[src/rtl/dm_access_ctrl.sv]
// rtl/dm_access_ctrl.sv - M-stage load/store sequencer with alignment/range checks and timed req/ack
module dm_access_ctrl #(
    parameter logic [31:0] ADDR_BASE  = 32'h0000_0000,
    parameter logic [31:0] ADDR_LIMIT = 32'h0000_2FFF,
    parameter int          TIMEOUT    = 16,
    parameter int          CNT_W      = 5
) (
    input  logic        clk,
    input  logic        reset,
    input  logic        req_valid,
    input  logic        req_we,
    input  logic [1:0]  req_size,
    input  logic        req_unsigned,
    input  logic [31:0] req_addr,
    input  logic [31:0] req_wdata,
    output logic        stall,
    output logic        resp_valid,
    output logic [31:0] resp_rdata,
    output logic [2:0]  resp_ext_op,
    output logic [1:0]  resp_ext_a,
    output logic        exc_adel,
    output logic        exc_ades,
    output logic        exc_bus,
    output logic        mem_req,
    output logic [31:0] mem_addr,
    output logic        mem_we,
    output logic [3:0]  mem_byteen,
    output logic [31:0] mem_wdata,
    input  logic        mem_ack,
    input  logic [31:0] mem_rdata
);

    typedef enum logic [1:0] {IDLE, REQ, DONE} state_t;

    state_t           state, state_nxt;
    logic [CNT_W-1:0] cnt;
    logic             acc_we;
    logic [1:0]       acc_a;
    logic [2:0]       acc_op;

    logic             aligned, in_range, legal, timeout;
    logic [3:0]       be_dec;
    logic [31:0]      wdata_dec;
    logic [2:0]       op_dec;

    // Signed 33-bit compares keep the bound checks meaningful even when a bound is zero.
    assign in_range = ($signed({1'b0, req_addr}) >= $signed({1'b0, ADDR_BASE})) &&
                      ($signed({1'b0, req_addr}) <= $signed({1'b0, ADDR_LIMIT}));
    assign legal    = aligned && in_range;
    assign timeout  = (cnt == CNT_W'(TIMEOUT - 1));

    always_comb begin
        aligned   = 1'b0;
        be_dec    = 4'b0000;
        wdata_dec = 32'h0;
        op_dec    = 3'd0;
        case (req_size)
            2'd0: begin
                aligned   = (req_addr[1:0] == 2'b00);
                be_dec    = 4'b1111;
                wdata_dec = req_wdata;
            end
            2'd1: begin
                aligned   = ~req_addr[0];
                be_dec    = req_addr[1] ? 4'b1100 : 4'b0011;
                wdata_dec = {2{req_wdata[15:0]}};
                op_dec    = req_unsigned ? 3'd3 : 3'd4;
            end
            2'd2: begin
                aligned   = 1'b1;
                be_dec    = 4'b0001 << req_addr[1:0];
                wdata_dec = {4{req_wdata[7:0]}};
                op_dec    = req_unsigned ? 3'd1 : 3'd2;
            end
            default: aligned = 1'b0;
        endcase
        if (req_we) begin
            op_dec = 3'd0;
        end
    end

    always_comb begin
        state_nxt = state;
        case (state)
            IDLE:    if (req_valid) state_nxt = legal ? REQ : DONE;
            REQ:     if (mem_ack || timeout) state_nxt = DONE;
            DONE:    state_nxt = IDLE;
            default: state_nxt = IDLE;
        endcase
    end

    assign stall      = ((state == IDLE) && req_valid) || (state == REQ);
    assign mem_req    = (state == REQ);
    assign resp_valid = (state == DONE);

    always_ff @(posedge clk) begin
        if (reset) begin
            state       <= IDLE;
            cnt         <= '0;
            acc_we      <= 1'b0;
            acc_a       <= 2'b00;
            acc_op      <= 3'd0;
            resp_rdata  <= 32'h0;
            resp_ext_op <= 3'd0;
            resp_ext_a  <= 2'b00;
            exc_adel    <= 1'b0;
            exc_ades    <= 1'b0;
            exc_bus     <= 1'b0;
            mem_addr    <= 32'h0;
            mem_we      <= 1'b0;
            mem_byteen  <= 4'b0000;
            mem_wdata   <= 32'h0;
        end else begin
            state <= state_nxt;
            case (state)
                IDLE: if (req_valid) begin
                    acc_we <= req_we;
                    acc_a  <= req_addr[1:0];
                    acc_op <= op_dec;
                    cnt    <= '0;
                    if (legal) begin
                        mem_addr   <= {req_addr[31:2], 2'b00};
                        mem_we     <= req_we;
                        mem_byteen <= req_we ? be_dec : 4'b0000;
                        mem_wdata  <= req_we ? wdata_dec : 32'h0;
                    end else begin
                        exc_adel    <= ~req_we;
                        exc_ades    <= req_we;
                        resp_rdata  <= 32'h0;
                        resp_ext_op <= 3'd0;
                        resp_ext_a  <= req_addr[1:0];
                    end
                end
                REQ: begin
                    // Ack takes priority over a coincident timeout.
                    if (mem_ack || timeout) begin
                        resp_rdata  <= (mem_ack && !acc_we) ? mem_rdata : 32'h0;
                        resp_ext_op <= mem_ack ? acc_op : 3'd0;
                        resp_ext_a  <= acc_a;
                        exc_bus     <= ~mem_ack;
                        mem_addr    <= 32'h0;
                        mem_we      <= 1'b0;
                        mem_byteen  <= 4'b0000;
                        mem_wdata   <= 32'h0;
                    end else begin
                        cnt <= cnt + 1'b1;
                    end
                end
                DONE: begin
                    exc_adel <= 1'b0;
                    exc_ades <= 1'b0;
                    exc_bus  <= 1'b0;
                end
                default: ;
            endcase
        end
    end

endmodule
[config.mk]
export PLATFORM = sky130hd
export DESIGN_NAME = dm_access_ctrl
export DESIGN_NICKNAME = d
export VERILOG_FILES = /design/src/rtl/dm_access_ctrl.sv
export SDC_FILE = /design/constraint.sdc
export NUM_CORES = 1
export LEC_CHECK = 0
export CAP_MARGIN = 20
export CORE_UTILIZATION = 42
export DETAILED_ROUTE_END_ITERATION = 12
export PLACE_DENSITY = 0.79
export SYNTH_ARGS = -nofsm -noshare
export SYNTH_HDL_FRONTEND = slang
export SYNTH_SLANG_ARGS = --single-unit
[constraint.sdc]
create_clock -name clk -period 2.9 [get_ports clk]
set_input_delay 0.29 -clock clk [delete_from_list [all_inputs] [get_ports clk]]
set_output_delay 0.29 -clock clk [all_outputs]
set_load 0.005 [all_outputs]
==> results of run 1 <==
power breakdown:
part / total, uW / internal (uW) / switching, uW / leakage [uW]
clock network: 2030 / 1260 / 761 / 0.000275
logic: 407 / 219 / 188 / 0.00153
registers: 1680 / 1670 / 11.9 / 0.000969
registers in the layout, indices dropped and copies added, names as in the netlist:
register and cells:
acc_a 2, acc_op 3, acc_we 1, cnt 5
exc_adel 1, exc_ades 1, exc_bus 1, mem_addr 30
mem_byteen 4, mem_wdata 32, mem_we 1, resp_ext_a 2
resp_ext_op 3, resp_rdata 32, state 2
cell type report:
cell class	count	area (sq um)
clock buffer	17	425.4
multi-input combinational	319	2151
inverter	7	26.28
clock inverter	15	153.9
timing repair buffer	235	2325
fill	847	3324
tap	140	175.2
sequential	120	2402
stage by stage:
step                TNS (ns)  power, uW  util [%]
floorplan                  0       1875         -
global placement           0       2103     64.21
detailed placement   -0.1243       2116     64.46
CTS                        0       4144     69.73
global route               0       4256     69.73
finish                     0       4112     69.73
layer usage:
layer / vias up / track usage, % / wire (microns)
met5: - / 0 / 0
met4: 0 / 9.846 / 207
met3: 17 / 7.412 / 1336
met2: 232 / 41.02 / 7280
met1: 2194 / 28.93 / 5902
li1: 2279 / - / -
worst paths after layout:
check / startpoint / depth (start not counted) / slack, ns / to
max: req_addr[15] / 6 / 0.35 / mem_byteen[1]
min: reset / 3 / 0.36 / resp_ext_op[2]
max reg2reg: cnt[0] / 9 / 0.49 / mem_wdata[29]
min reg2reg: mem_addr[26] / 1 / 0.46 / mem_addr[26]
Yosys cell counts (2+ instances only):
master | instances | area share, %
sky130_fd_sc_hd__nor2b_1 | 3 | 0.39
sky130_fd_sc_hd__nor3_1 | 7 | 0.73
sky130_fd_sc_hd__a22oi_1 | 18 | 2.8
sky130_fd_sc_hd__nor4_1 | 5 | 0.65
sky130_fd_sc_hd__nand2b_1 | 3 | 0.39
sky130_fd_sc_hd__and2_1 | 19 | 2.5
sky130_fd_sc_hd__a22o_1 | 43 | 7.8
sky130_fd_sc_hd__nor4b_1 | 2 | 0.36
sky130_fd_sc_hd__dfxtp_1 | 120 | 50
sky130_fd_sc_hd__or2_2 | 3 | 0.39
sky130_fd_sc_hd__xor2_1 | 2 | 0.36
sky130_fd_sc_hd__o21ai_0 | 42 | 4.4
sky130_fd_sc_hd__buf_6 | 6 | 1.4
sky130_fd_sc_hd__nand3_1 | 3 | 0.31
sky130_fd_sc_hd__mux2i_1 | 3 | 0.63
sky130_fd_sc_hd__a222oi_1 | 8 | 1.7
sky130_fd_sc_hd__nand2_1 | 11 | 0.86
sky130_fd_sc_hd__buf_2 | 2 | 0.21
sky130_fd_sc_hd__nor3b_1 | 2 | 0.31
sky130_fd_sc_hd__inv_1 | 7 | 0.55
sky130_fd_sc_hd__nand4_1 | 14 | 1.8
sky130_fd_sc_hd__a32o_1 | 2 | 0.42
sky130_fd_sc_hd__a21oi_1 | 57 | 5.9
sky130_fd_sc_hd__nand3b_1 | 2 | 0.31
sky130_fd_sc_hd__or4_1 | 28 | 4.4
sky130_fd_sc_hd__clkbuf_1 | 38 | 3.0
sky130_fd_sc_hd__ha_1 | 6 | 1.6
sky130_fd_sc_hd__buf_1 | 3 | 0.23
sky130_fd_sc_hd__buf_4 | 2 | 0.31
sky130_fd_sc_hd__nor2_1 | 16 | 1.3
sky130_fd_sc_hd__a311oi_1 | 2 | 0.36
worst reg2reg max path, delay by kind of cell (launching register included):
family,cells,cell delay (ns)
adders and majority gates,2,0.40
and+or+nand+nor,4,0.92
AOI/OAI and AO/OA,2,0.39
DFF,1,0.37
buffers and inverters,1,0.26
kinds of logic (layout without fill, tap and decap cells):
logic type	count (synthesis)	count (layout)
xor+xnor	2	2
buf+inv	58	274
compound gates	182	182
flops	120	120
simple gates	124	124
mux	3	3
other cells	1	2
fa+ha+maj	6	6
==> summary by stage, run 1 <==
Placed design
The congestion estimate from routability-driven global placement came to 0.8664. The post-detailed-placement cell area is 0.007079 sq mm. The number of buffer cells added on primary ports is 213.

At the placement stage, the worst setup path has a slack of -0.03991 ns. The placed wire-length estimate after detailed placement is 10.24 mm. The instance count after placement with tap cells included is 821.

Floorplanning
For this configuration, the core starts out at a cell density of 43.75%. The full die area is 0.01187 sq mm. The number of cell rows is 38. The die is 109.0 microns wide. The area of the core region is 0.01098 sq mm.

The overall die height is 109.0 microns. 216 I/O pins were placed.

Logic synthesis
The number of synthesized flops with an enable pin is 0. Counting flops and latches in the post-synthesis netlist gives 120. The mapped cell area is 0.004805 sq mm. The number of library cell types mapped by synthesis is 48. Counting flops with an async set or reset pin after synthesis yields a share of 0%.

Of the synthesized area, sequential elements account for 50.00%. The combinational family with the most area after synthesis is compound AO/OA/AOI/OAI gates. The synthesized instance count is 496. The post-synthesis share of cell area spent on and, or, nand and nor gates is 15.89%. Measured against the total synthesized area, the mux share comes to 0.6250%. Of the total synthesized cell area, the portion taken by XOR and XNOR cells is 0.3646%. The average instance in the mapped netlist occupies 9.687 sq um.

During synthesis, Yosys emitted a total of 0 warnings. The area fraction in compound gates after synthesis is 25.81%. The area share of fa/ha/maj cells after synthesis is 1.563%. The most used flip-flop cell after synthesis is sky130_fd_sc_hd__dfxtp_1.

Worst setup path
Broken down by cell family, the worst path's largest delay share belongs to simple AND/OR/NAND/NOR gates. STA classifies the critical path startpoint as an input port. The signal on the critical path passes through clkdlybuf4s50_1, or4_1, a221o_2, o31a_4, or4_1, a21oi_1. Data on the critical path arrives at its endpoint at 2.87 ns. The category of the critical setup timing path is input port to flip-flop. The critical path endpoint category is a flip-flop. The sum of buffers and inverters on the critical path is 1. For this design, the slowest cell found on the critical path is sky130_fd_sc_hd__or4_1. The most frequent cell on the critical path is sky130_fd_sc_hd__or4_1.

The largest single stage delay on the critical path is 0.57 ns. The required time of the critical path is 3.22 ns. Along the worst path, the maximum fanout reaches 49.

STA
Setup repair after global routing left no endpoint under its margin. The maximum clock frequency is 392.2 MHz. The final setup violation count is 0. Measured against its own limit, the worst slew margin works out to 45.09%. The share of the cycle needed by the critical path after routing is 87.92%. For the pin with the worst max-slew slack, the measured transition is 0.8205 ns. The worst path meets setup with 0.3503 ns of slack.

The final worst hold slack is 0.3552 ns. The worst-case clock skew is 0.004990 ns. Counting I/O delays and the setup requirement, the final critical path takes 2.550 ns. The final count of pins violating max slew is 0. The count of endpoints failing hold in the final timing report is 0.

Routing
For this run, design rule violations remaining after detail routing come to 0. The violation count after the first detailed-routing iteration is 376. The first detailed-routing pass ran for 7 iterations.

The detailed-route via count is 4722. The vias per cell is 5.536. The final layout contains routed wiring with a total length of 14.73 mm.

Once detail routing completed, the nets flagged for antenna violations numbered 0. The average wire per cell in the routed design is 17.26 microns.

Status
The flow ran to the end, and the final reports show no timing, DRC or antenna violations.

GRT
Entering global routing, the biggest net connects 67 pins. The via count of the first global-routing pass is 4435. The number of antenna violations at the first check in global routing is 0.

The total overflow left after global routing is 0. Global routing consumed, over all layers together, 24.42% of the routing resources. The first global-routing pass estimated 22.13 mm of wire.

Power and ir drop
The worst ir drop on vdd is 0.3397 mV. The analysis attributes to cell leakage a power of 0.002777 uW. Dividing total power by cell area gives a power density of 536.9 mW/mm^2.

Clock network
The number of setup buffers added after CTS is 0. TritonCTS built the clock tree. The clock network latency to the later pin of the worst-skew pair is 0.40 ns. For this design, the sink count on the clock tree is 120.

In this run, CTS created clock tree buffers numbering 17. Gates resized during post-CTS repair numbered 0. The number of buffers between clock root and the deepest sink is 2. The clock tree root buffer cell is sky130_fd_sc_hd__clkbuf_16. After clock tree synthesis, the clock-pin slew on the worst setup and hold paths is 0.05 ns. For this design, the CTS-stage hold fixing added 0 buffers. The number of levels in the clock H-tree is 4.

Finish
Cells with a size suffix above 1 make up 9.537% of the layout. The most common cell after layout, fill and taps aside is sky130_fd_sc_hd__clkdlybuf4s50_1. The synthesis-to-layout area growth is 59.40%. The library cells used most frequently in the layout, excluding fill and tap cells, are 212 x sky130_fd_sc_hd__clkdlybuf4s50_1, 120 x sky130_fd_sc_hd__dfxtp_1, 56 x sky130_fd_sc_hd__a21oi_1, 43 x sky130_fd_sc_hd__a22o_1, 41 x sky130_fd_sc_hd__o21ai_0.

The number of antenna diodes in the final layout is 0. At the end of the flow, the number of nets in the layout was 810. Once layout is complete, the cells apart from fillers number 853. The finished layout cell area is 0.007659 sq mm.

Run
The max-cap violation count is 0.

Worst hold path
The tightest min-delay check is of the input port to flip-flop type.
Note: power is estimated with default switching activity, not from simulation.
==> run 2: changes to the inputs <==
CORE_ASPECT_RATIO = 1.5   (was unset)
==> run 2 against run 1 <==
  * Cell count rose by 0.82%
  * Sequential cell count unchanged
  * Worst hold slack got worse by 0.0024 ns
  * Clock power down 6%
  * Combinational power down 1%
  * Critical path depth unchanged
  * Sequential power barely moved
  * Fmax is 1.6% higher
  * Highest routed layer unchanged
  * Global-route usage is 0.31 points lower
==> summary by stage, run 2 (synthesis results as in run 1) <==
Worst setup path
The critical path depth is 6 (unchanged). The count of cells along the worst register-to-register path is 7 (was 9). Chain of cells forming the critical path: clkdlybuf4s50_1, or4_1, a221o_2, o31a_4, or4_1, a21oi_1 (unchanged).

The type of element launching the critical path was an input port (unchanged). The end point of the critical path is mem_wdata[12] (was mem_byteen[1]). The kind of cell with the highest combined delay on the critical path is simple AND/OR/NAND/NOR gates (unchanged). The maximum fanout encountered on the critical timing path is 52 (was 49). The critical register-to-register path endpoint is resp_ext_a[0] (was mem_wdata[29]). The start point of the critical path is req_addr[15] (unchanged). The peak per-stage delay on the critical path was 0.55 ns (was 0.57 ns). The category of the critical setup timing path is input port to flip-flop (unchanged). The sum of buffers and inverters on the critical path is 1 (unchanged).

The most frequent cell on the critical path is sky130_fd_sc_hd__or4_1 (unchanged). The internal reg-to-reg setup slack is 0.61 ns (was 0.49 ns). The cell with the largest stage delay on the worst path is sky130_fd_sc_hd__or4_1 (unchanged).

The required time of the critical path was 3.22 ns (about the same). The beginning of the worst register-to-register path is state[0] (was cnt[0]). The critical path endpoint category is a flip-flop (unchanged). The arrival time at the worst endpoint is 2.84 ns (was 2.87 ns).

STA
The actual transition at the worst max-transition pin was 0.7352 ns (was 0.8205 ns). The final setup violation count was 0 (unchanged). The worst relative slew slack is 50.61% (was 45.09%). The count of endpoints failing hold in the final timing report is 0 (unchanged). The maximum clock frequency is 398.3 MHz (was 392.2 MHz). The post-route worst setup slack is 0.3892 ns (was 0.3503 ns). The final setup TNS is 0 ns (unchanged). The worst-case clock skew is 0.006680 ns (was 0.004990 ns). The share of the cycle needed by the critical path after routing came to 86.58% (was 87.92%). The final count of pins violating max slew is 0 (unchanged). The final worst hold slack is 0.3528 ns (was 0.3552 ns).

Unrepaired setup endpoints after global routing: false (unchanged). The clock period minus final worst setup slack is 2.511 ns (was 2.550 ns).

Clock network
The number of clock buffers inserted by TritonCTS is 17 (unchanged). The number of gates resized after CTS is 0 (unchanged). The clock network latency to the later pin of the worst-skew pair came to 0.40 ns (about the same). The number of buffers between clock root and the deepest sink came to 2 (unchanged). The number of sinks handled by clock tree synthesis is 120 (unchanged).

The number of levels in the clock H-tree came to 4 (unchanged). The clock tree root buffer cell is sky130_fd_sc_hd__clkbuf_16 (unchanged). The number of post-CTS setup repair buffers is 0 (unchanged). The clock transition at the registers of the reported paths was 0.06 ns (was 0.05 ns). The CTS tree is done (unchanged). The hold-fix buffer count after cts was 0 (unchanged).

Routing
The vias per cell is 5.615 (was 5.536). The number of DRC violations after detailed routing is 0 (unchanged). The average wire per cell in the routed design is 16.77 microns (was 17.26 microns). The violation count after the first detailed-routing iteration came to 338 (was 376).

The post-route antenna net violation count came to 0 (unchanged). The detailed-route via count was 4829 (was 4722). The wire length reported by the detailed router is 14.42 mm (was 14.73 mm). The length of the first detailed-routing pass in iterations is 8 (was 7).

Placed design
The number of buffer cells added on primary ports is 213 (unchanged). The instance count after placement with tap cells included is 828 (was 821). The routability congestion estimate is 0.8298 (was 0.8664).

The placed wire-length estimate after detailed placement is 10.47 mm (was 10.24 mm). The worst slack at placement is -0.04015 ns (was -0.03991 ns).

GRT
The wire length of the first global-routing pass was 22.00 mm (was 22.13 mm). The remaining global-route overflow was 0 (unchanged). The largest net degree at the start of global routing is 67 (unchanged). The global-route total usage across every layer is 24.11% (was 24.42%). The number of antenna violations at the first check in global routing is 0 (unchanged). The via count of the first global-routing pass is 4554 (was 4435).

Status
Status: completed (unchanged).

Finish
The most common cell after layout, fill and taps aside is sky130_fd_sc_hd__clkdlybuf4s50_1 (unchanged). The post-layout utilization of the core is 68.59% (was 69.73%). The number of non-filler instances in the completed layout is 860 (was 853). Most frequent cells in the layout: 212 x sky130_fd_sc_hd__clkdlybuf4s50_1, 120 x sky130_fd_sc_hd__dfxtp_1, 57 x sky130_fd_sc_hd__a21oi_1, 43 x sky130_fd_sc_hd__a22o_1, 41 x sky130_fd_sc_hd__o21ai_0 (was 212 x sky130_fd_sc_hd__clkdlybuf4s50_1, 120 x sky130_fd_sc_hd__dfxtp_1, 56 x sky130_fd_sc_hd__a21oi_1, 43 x sky130_fd_sc_hd__a22o_1, 41 x sky130_fd_sc_hd__o21ai_0).

The final layout net count was 810 (unchanged). The proportion of layout cells with a drive suffix above 1 came to 9.257% (was 9.537%). Largest registers: mem_wdata x32, resp_rdata x32, mem_addr x30 (unchanged). The number of diodes was 0 (unchanged).

The synthesis-to-layout area growth came to 58.67% (was 59.40%).

Floorplanning
The I/O pin count was 216 (unchanged). The full die area is 0.01188 sq mm (was 0.01187 sq mm). The area of the core region is 0.01111 sq mm (was 0.01098 sq mm). The overall die height is 133.0 microns (was 109.0 microns). The initial cell density of the core came to 43.23% (was 43.75%). The number of cell rows came to 47 (was 38). The die width was 89.33 microns (was 109.0 microns).

Power and ir drop
The standby leakage power is 0.002749 uW (was 0.002777 uW). The cell area power density was 522.7 mW/mm^2 (was 536.9 mW/mm^2). The worst ir drop on vdd came to 0.4108 mV (was 0.3397 mV).

Run
The max-cap violation count is 0 (unchanged).

Worst hold path
The class of the worst hold path is input port to flip-flop (unchanged).
-- run 2: cell count changes in the layout (fill, tap and decap cells not counted), sizes merged --
cell and change:
clkinv -5, clkbuf +1, inv +4, clkinvlp +2, bufinv -2
-- run 2: tightest hold or removal path, delay by kind of cell --
| family | cells | cell delay, ns |
|---|---|---|
| AO/OA/AOI/OAI | 1 | 0.23 |
| AND/OR/NAND/NOR | 1 | 0.09 |
| buffers and inverters | 1 | 0.09 |
-- run 2: final cells by class --
class	instances	area (sq um)
clock buffer	18	429.2
clock inverter	14	117.6
fill	836	3491
inverter	7	26.28
multi-input combinational	319	2147
sequential	120	2402
tap	147	183.9
timing repair buffer	235	2317
-- run 2: worst min-delay path by stage --
stage | from | to | slack [ns] | cells past startpoint
3_5_place_dp | mem_addr[19] | mem_addr[19] | 0.45 | 1
5_1_grt | reset | resp_ext_op[1] | 0.36 | 3
4_1_cts | reset | resp_ext_op[2] | 0.34 | 3
3_3_place_gp | acc_a[0] | acc_a[0] | 0.44 | 2
6_report | reset | resp_ext_op[2] | 0.35 | 3
2_1_floorplan | req_wdata[0] | mem_wdata[0] | 0.42 | 1
-- run 2: through the flow --
stage / instance area [sq um] / power [uW]
finish: 7624 / 3985
floorplan: 4808 / 1875
global placement: 7077 / 2104
detailed placement: 7077 / 2113
CTS: 7624 / 4017
global route: 7624 / 4127
-- run 2: metal layers --
layer | track usage (%) | wire (microns)
met4 | 11.99 | 544
met2 | 41.26 | 7442
met5 | 0 | 0
met1 | 27.22 | 5380
met3 | 5.864 | 1057
-- run 2: power by group --
group / switching, uW / total [uW] / internal (uW)
sequential: 11.3 / 1680 / 1670
combinational: 183 / 402 / 219
clock: 794 / 1900 / 1110
==> run 3: changes to the inputs <==
TNS_END_PERCENT = 10   (was unset)
==> results of run 3 <==
Final layout, timing and power as in run 2 (identical DEF).
